**src/rtl/data_pattern_pkg.sv**
```systemverilog
// Shared encodings, word geometry and LFSR parameters for the pattern generator.
package data_pattern_pkg;

    localparam int WORD_W    = 128;
    localparam int PRBS7_W   = 7;
    localparam int PRBS7_T   = 6;
    localparam int PRBS15_W  = 15;
    localparam int PRBS15_T  = 14;
    localparam int PRBS23_W  = 23;
    localparam int PRBS23_T  = 18;
    localparam int PRBS31_W  = 31;
    localparam int PRBS31_T  = 28;

    localparam logic [WORD_W-1:0] HF_WORD = {64{2'b10}};
    localparam logic [WORD_W-1:0] LF_WORD = {8{16'hFF00}};

    typedef enum logic [2:0] {
        PAT_PRBS7   = 3'd0,
        PAT_PRBS15  = 3'd1,
        PAT_PRBS23  = 3'd2,
        PAT_PRBS31  = 3'd3,
        PAT_COUNTER = 3'd4,
        PAT_FIXED   = 3'd5,
        PAT_HIFREQ  = 3'd6,
        PAT_LOFREQ  = 3'd7
    } pattern_e;

    typedef enum logic [1:0] {
        ST_IDLE,
        ST_SEED,
        ST_RUN
    } state_e;

    // Four 32-bit lanes counting up from base, lane 0 in the low bits.
    function automatic logic [WORD_W-1:0] counter_word(input logic [31:0] base);
        logic [WORD_W-1:0] w;
        for (int i = 0; i < 4; i++) begin
            w[32*i +: 32] = base + 32'(i);
        end
        return w;
    endfunction

endpackage

```
**src/rtl/prbs_parallel_step.sv**
```systemverilog
// Advances a Fibonacci LFSR by one full word of serial steps in a single cycle.
module prbs_parallel_step
    import data_pattern_pkg::*;
#(
    parameter int WIDTH = 7,
    parameter int TAP   = 6
) (
    input  logic [WIDTH-1:0]  state_i,
    output logic [WIDTH-1:0]  state_o,
    output logic [WORD_W-1:0] data_o
);

    logic [WIDTH-1:0] s;
    logic             nb;

    // Bit k of the word is the k-th serial output, so bit 0 goes on the line first.
    always_comb begin
        s      = state_i;
        nb     = 1'b0;
        data_o = '0;
        for (int k = 0; k < WORD_W; k++) begin
            nb        = s[WIDTH-1] ^ s[TAP-1];
            data_o[k] = nb;
            s         = {s[WIDTH-2:0], nb};
        end
        state_o = s;
    end

endmodule

```
**src/rtl/data_pattern_generator_tx.sv**
```systemverilog
// Test-pattern source feeding a FIFO: PRBS/counter/fixed/clock-like words,
// with single-word error injection and a written-word counter.
module data_pattern_generator_tx
    import data_pattern_pkg::*;
(
    input  logic              clk,
    input  logic              reset,
    input  logic              enable,
    input  logic [2:0]        pattern_sel,
    input  logic [31:0]       fixed_pattern,
    input  logic              inject_error,
    input  logic              wrfull,
    output logic [WORD_W-1:0] pattern_out_fifo_write,
    output logic              wrreq,
    output logic              running,
    output logic [31:0]       words_written
);

    state_e               state_q;
    pattern_e             sel_q, sel_d;
    logic [PRBS7_W-1:0]   p7_q, p7_d;
    logic [PRBS15_W-1:0]  p15_q, p15_d;
    logic [PRBS23_W-1:0]  p23_q, p23_d;
    logic [PRBS31_W-1:0]  p31_q, p31_d;
    logic [WORD_W-1:0]    d7, d15, d23, d31;
    logic [31:0]          base_q, base_d;
    logic [WORD_W-1:0]    word_q, word_d;
    logic                 err_q;
    logic [31:0]          cnt_q;
    logic                 seed, adv;

    assign seed  = (state_q == ST_SEED);
    assign wrreq = (state_q == ST_RUN) & ~wrfull;
    assign adv   = seed | wrreq;

    assign running                = (state_q == ST_RUN);
    assign words_written          = cnt_q;
    // A pending error flips the word currently offered, so it lands on the next accepted write.
    assign pattern_out_fifo_write = word_q ^ {{(WORD_W-1){1'b0}}, err_q};

    prbs_parallel_step #(.WIDTH(PRBS7_W), .TAP(PRBS7_T)) u_prbs7 (
        .state_i (seed ? '1 : p7_q),
        .state_o (p7_d),
        .data_o  (d7)
    );
    prbs_parallel_step #(.WIDTH(PRBS15_W), .TAP(PRBS15_T)) u_prbs15 (
        .state_i (seed ? '1 : p15_q),
        .state_o (p15_d),
        .data_o  (d15)
    );
    prbs_parallel_step #(.WIDTH(PRBS23_W), .TAP(PRBS23_T)) u_prbs23 (
        .state_i (seed ? '1 : p23_q),
        .state_o (p23_d),
        .data_o  (d23)
    );
    prbs_parallel_step #(.WIDTH(PRBS31_W), .TAP(PRBS31_T)) u_prbs31 (
        .state_i (seed ? '1 : p31_q),
        .state_o (p31_d),
        .data_o  (d31)
    );

    always_comb begin
        sel_d  = seed ? pattern_e'(pattern_sel) : sel_q;
        base_d = seed ? 32'd0 : base_q + 32'd4;
        word_d = '0;
        case (sel_d)
            PAT_PRBS7:   word_d = d7;
            PAT_PRBS15:  word_d = d15;
            PAT_PRBS23:  word_d = d23;
            PAT_PRBS31:  word_d = d31;
            PAT_COUNTER: word_d = counter_word(base_d);
            PAT_FIXED:   word_d = {4{fixed_pattern}};
            PAT_HIFREQ:  word_d = HF_WORD;
            PAT_LOFREQ:  word_d = LF_WORD;
            default:     word_d = '0;
        endcase
    end

    always_ff @(posedge clk or posedge reset) begin
        if (reset) begin
            state_q <= ST_IDLE;
            sel_q   <= PAT_PRBS7;
            p7_q    <= '1;
            p15_q   <= '1;
            p23_q   <= '1;
            p31_q   <= '1;
            base_q  <= '0;
            word_q  <= '0;
            err_q   <= 1'b0;
            cnt_q   <= '0;
        end else begin
            err_q <= inject_error | (err_q & ~wrreq);
            if (adv) begin
                word_q <= word_d;
                base_q <= base_d;
                p7_q   <= p7_d;
                p15_q  <= p15_d;
                p23_q  <= p23_d;
                p31_q  <= p31_d;
            end
            case (state_q)
                ST_IDLE: begin
                    if (enable) begin
                        state_q <= ST_SEED;
                        cnt_q   <= '0;
                    end
                end
                ST_SEED: begin
                    state_q <= ST_RUN;
                    sel_q   <= sel_d;
                end
                ST_RUN: begin
                    if (wrreq) cnt_q <= cnt_q + 32'd1;
                    // The write of the leaving cycle still counts; a new selection reseeds.
                    if (!enable)                                state_q <= ST_IDLE;
                    else if (pattern_e'(pattern_sel) != sel_q) state_q <= ST_SEED;
                end
                default: state_q <= ST_IDLE;
            endcase
        end
    end

endmodule

```
**config.mk**
```make
export PLATFORM = sky130hd
export DESIGN_NAME = data_pattern_generator_tx
export DESIGN_NICKNAME = d
export VERILOG_FILES = /design/src/rtl/data_pattern_pkg.sv /design/src/rtl/prbs_parallel_step.sv /design/src/rtl/data_pattern_generator_tx.sv
export SDC_FILE = /design/constraint.sdc
export NUM_CORES = 1
export LEC_CHECK = 0
export CAP_MARGIN = 30
export CORE_UTILIZATION = 45
export DETAILED_ROUTE_END_ITERATION = 10
export MAX_ROUTING_LAYER = met4
export SLEW_MARGIN = 25
export SYNTH_ARGS = -nofsm -noshare
export SYNTH_HDL_FRONTEND = slang
export SYNTH_SLANG_ARGS = --single-unit
```
**constraint.sdc**
```tcl
create_clock -name clk -period 23 [get_ports clk]
set_clock_uncertainty 0.1 [all_clocks]
set_input_delay 2.3 -clock clk [delete_from_list [all_inputs] [get_ports clk]]
set_output_delay 2.3 -clock clk [all_outputs]
set_load 0.05 [all_outputs]
```
[Word-level counts from Yosys, hierarchy flattened]
Cells that the tools add are included.
Word-level totals
  bits in registers: 274
  input bits: 40
  output and inout port bits: 162
Cells by class
  $add $sub $neg: 5
  equality and inequality tests: 13
  muxes and demuxes: 14
  bitwise gates (word level): 519
  reductions and logical operators: 5
Operators with widths (number)
  $pmux 128 s8: 1
  $xor 1x1->1: 512
  $xor 128x1->128: 1
  $mux 32: 3
  $add 32x1->32 const B: 2
  $add 32x2->32 const B: 2
  $pmux 32 s2: 1
  $add 32x3->32 const B: 1
  $mux 31: 1
  $mux 23: 1
  $mux 15: 1
  $eq 3x3->1 const B: 4
  $mux 7: 1
  $eq 3x2->1 const B: 2
  $mux 2: 3
  $pmux 2 s3: 1
  $ne 2x2->1 const B: 2
  $eq 3x1->1 const B: 1
  $logic_not 3->1: 1
  $mux 3: 1
  $ne 3x2->1 const B: 1
  $ne 3x3->1: 1
  $reduce_and 3->1: 1
  $and 1x1->1: 2
  7 further kinds: 9

[Longest topological paths before layout]
  word-level depth: 25
  depth in mapped cells: 18
  mapped depth without buffers: 13

[Modules after synthesis]
A second synthesis with hierarchy kept.
Unflattened totals
  cells, all modules: 3381
  area total of the unflattened synthesis: 26723.1 um^2
By module, submodules not included
  data_pattern_generator_tx: instances 1, cells each 2623, area each 19566.3 um^2
  prbs_parallel_step (u_prbs7): instances 1, cells each 171, area each 1980.6 um^2
  prbs_parallel_step (u_prbs31): instances 1, cells each 201, area each 1779.2 um^2
  prbs_parallel_step (u_prbs15): instances 1, cells each 189, area each 1735.4 um^2
  prbs_parallel_step (u_prbs23): instances 1, cells each 197, area each 1661.6 um^2

[Least setup slack after synthesis]
Ideal clock, no wire load.
  kind: input to output
  start: input port wrfull
  end: output port wrreq
  arrival time: 3593 ps
  required time: 20600 ps
  setup slack: 17007 ps
  cell stages on the path: 5
  path buffers: 3
  cell sequence: nand2b_1 > clkbuf_1 > inv_2 > clkbuf_1 > clkbuf_1
Between the ends
  word-level cells in the longest chain between the ends: 2
RTL lines
  from (decl): RTL line data_pattern_generator_tx.sv:12  | input logic wrfull,
  $not 1->1: RTL line data_pattern_generator_tx.sv:33  | assign wrreq = (state_q == ST_RUN) & ~wrfull;
  $and 1x1->1: RTL line data_pattern_generator_tx.sv:33
  to (decl): RTL line data_pattern_generator_tx.sv:14  | output logic wrreq,
No other way between the ends.

[Worst setup path in the final report]
Ends and elaborated chain as after synthesis.

==> impl_metrics.toml <==
[setup_path]
crit_cells = 4
crit_start = "wrfull"
worstPathArrival_ns = 4.46
cp-endpoint = "wrreq"
r2r_start = "state_q[1]$_DFFE_PP0P_"
crit_family = "buffers and inverters"
reg2reg_slack_ns = 16.62
required_ns = 20.60
reg2reg_depth = 10
cp_common_cell = "clkdlybuf4s50_1"
worstSetupPathType = "input pin to primary output"
cp_slowest_stage_delay_ns = 0.88
path_buf_inv = 3
crit_chain = "clkdlybuf4s50_1 > nand2b_4 > inv_2 > clkdlybuf4s50_1"
startpoint_type = "input pin"
crit_fanout = 41
reg2reg_to = "word_q[127]$_DFFE_PP0P_"
cp-end-kind = "primary output"
critPathSlowestCell = "clkdlybuf4s50_1"

[placed_design]
dp_slack_ns = 15.96
portBuffers = 201
placed_cells = 3636
place.gp.congestion = 1.17
dpl_cell_area_um2 = 25900
dp_hpwl_um = 113000

[synth]
synthCells = 3044
syn_area_per_cell_um2 = 7.89
yosysWarnings = 0
synthArstFlopShare = 1.00
synth_edf_count = 0
synth_area_um2 = 24000
yosys_register_bits = 274
ys.flop_type = "dfrtp_1"
ys_seq_area_frac = 0.289
synthDistinctLibCells = 79
synthesis.nets = 3090

[cells_and_area]
postLayoutCoreUtil = 0.518
drive_gt1_frac = 0.103
layout.cells.non_filler = 3727
nFillCells = 4960
nets = 3044
design_area_um2 = 27300
syn_to_final_growth_pct = 13.7

[clock_network]
cts_tree = "done"
hold_buffers = 0
clk_transition_reported_paths_ns = 0.06
ctsResizeCount = 0
root_buffer = "clkbuf_16"
clk_latency_ns = 0.60
clockBufferDepth = 3
htree_levels = 2
cts_setup_buffers = 0
clkSinkCount = 274
numCtsBuffers = 36

[sta]
finalSetupViolations = 0
slew_viol_final = 0
tns_ns = 0
slew_headroom = 0.199
rsz0062_at_grt = "no"
timing.final.ws_setup_ns = 16.14
finalCriticalPeriod_ns = 6.86
finalHoldViolations = 0
clock.fmax_mhz = 146
worstMarginPinSlew_ns = 1.20
fin_crit_sh = 0.298

[floorplanning]
start_util = 0.456
die_height_um = 233
ioPinCount = 202
core-area_um2 = 52700
chipWidth_um = 233
rows = 84
die-area_um2 = 54300

[global_routing]
antenna_found_initial = 14
globalRouteTotalUtil = 0.573
grt_max_degree = 139
grt_pass1_vias = 24624
grt_overflow = 0
grt_pass1_wl_um = 206000

[routing]
drtPass1Iterations = 8
viasPerCell = 7.15
avgRoutedWirePerCell_um = 40.9
ant_nets = 0
drt_iter0_markers = 4790
wirelength_um = 152000
vias = 26633
drc = 0

[status]
status = "finished clean"

[power]
vdd_ir_drop_max_mv = 0.134
p_leak_nw = 10.1
power.density_nw_per_um2 = 209

[run]
cap_violations = 0

[worst_hold_path]
hold_class = "flip-flop to flip-flop"
## where the power goes
group          internal, W  switching, W  total (W)
combinational      0.00120       0.00288    0.00408
clock             0.000363      0.000274   0.000637
sequential        0.000680      0.000310   0.000991
## metrics by stage
stage          power [W]  hold slack, ns
2_1_floorplan    0.00321           0.340
3_3_place_gp     0.00478           0.352
3_5_place_dp     0.00475           0.365
4_1_cts          0.00539           0.378
5_1_grt          0.00570           0.404
6_report         0.00571           0.374
## layout by cell type (no fill, tap or decap), types with 15 or more instances in the layout
cell,Yosys,routed
xnor2_1,398,394
nand2_1,300,297
nor2_1,294,288
xor2_1,249,246
o21ai_0,219,217
a21oi_1,208,208
clkdlybuf4s50_1,0,201
dfrtp_1,198,198
buf_4,127,90
dfstp_2,76,76
o22ai_1,72,72
nand3_1,65,64
nor3_1,60,58
a211oi_1,55,55
o211ai_1,37,37
clkbuf_16,0,36
a221oi_1,35,34
o221ai_1,31,31
nor4_1,29,28
or3_1,22,22
nand4_1,22,22
a21o_1,21,21
inv_1,22,20
and3_1,19,19
a22oi_1,17,17
o2111ai_1,15,15
## cells in the mapped netlist, types with 5 or more instances
cell type	number	area share
buf_1	34	0.0053
a21o_1	21	0.0066
xnor2_1	398	0.15
nor4_1	29	0.0076
a21oi_1	208	0.043
xor2_1	249	0.091
a211oi_1	55	0.017
nand2b_1	10	0.0026
nand2_1	300	0.047
o21ai_1	11	0.0023
dfrtp_1	198	0.21
a22o_1	7	0.0026
o221ai_1	31	0.011
or3_1	22	0.0057
ha_1	6	0.0031
and3_1	19	0.0049
o2111ai_1	15	0.0055
o22ai_1	72	0.019
nor2_1	294	0.046
a2111oi_0	10	0.0036
dfstp_2	76	0.083
and2_1	8	0.0021
a221o_1	6	0.0025
inv_1	22	0.0034
nand4_1	22	0.0057
o211ai_1	37	0.012
nand3_1	65	0.014
a221oi_1	35	0.013
a22oi_1	17	0.0053
o21a_1	5	0.0016
or2_2	8	0.0021
o31a_1	7	0.0026
a31oi_1	14	0.0036
o31ai_1	11	0.0034
mux2i_1	8	0.0033
nor4_2	5	0.0026
nor3_1	60	0.013
clkbuf_1	212	0.033
buf_4	127	0.040
buf_2	18	0.0038
o21ai_0	219	0.046
o32ai_1	5	0.0018
## worst register-to-register path, cell delays in order (launching register included)
cell and delay (ns):
dfrtp_1 0.53, nand2b_4 0.57, buf_4 0.65, buf_4 0.57, buf_4 0.71, nand2_1 0.69, xor2_1 0.96, xnor2_1 0.29
o221ai_1 0.55, a211oi_1 0.48, o21ai_0 0.15
## sequential cells by signal, indices dropped and copies added (netlist names)
signal         count
p7_q               7
err_q              1
p23_q             23
sel_q              3
p15_q             15
state_q            2
word_q           128
words_written     32
p31_q             31
base_q            32
## cell families after synthesis
| logic type | count (synthesis) | share of synthesized area |
|---|---|---|
| AO/OA/AOI/OAI | 812 | 0.212 |
| XOR/XNOR | 653 | 0.241 |
| adder cells (fa/ha/maj) | 6 | 0.00313 |
| buffers and inverters | 414 | 0.0855 |
| flip-flops | 274 | 0.289 |
| multiplexers | 8 | 0.00333 |
| AND/OR/NAND/NOR | 877 | 0.165 |
## area by class of cell
cell class / count / area, µm² / share of cell area
sequential: 274 / 6950 / 0.255
inverter: 23 / 93.8 / 0.00344
clock buffer: 43 / 967 / 0.0354
antenna: 13 / 32.5 / 0.00119
clock inverter: 23 / 302 / 0.0110
tap: 688 / 861 / 0.0315
multi-input combinational: 2356 / 15200 / 0.558
timing repair buffer: 307 / 2860 / 0.105
## metal layers
metal	GRT usage	wire length (µm)
met2	0.755	59500
met5	-	0
met4	0.485	16700
met3	0.254	22500
met1	0.655	53700
## how the worst min path moves through the flow
| stage | from | end | cells after the start |
|---|---|---|---|
| finish | word_q[70]$_DFFE_PP0P_ | word_q[70]$_DFFE_PP0P_ | 2 |
| floorplan | word_q[24]$_DFFE_PP0P_ | word_q[24]$_DFFE_PP0P_ | 2 |
| detailed placement | word_q[70]$_DFFE_PP0P_ | word_q[70]$_DFFE_PP0P_ | 2 |
| CTS | word_q[70]$_DFFE_PP0P_ | word_q[70]$_DFFE_PP0P_ | 2 |
| global route | word_q[33]$_DFFE_PP0P_ | word_q[33]$_DFFE_PP0P_ | 1 |
| global placement | word_q[70]$_DFFE_PP0P_ | word_q[70]$_DFFE_PP0P_ | 2 |
No activity file was read; power rests on OpenSTA's default activity.
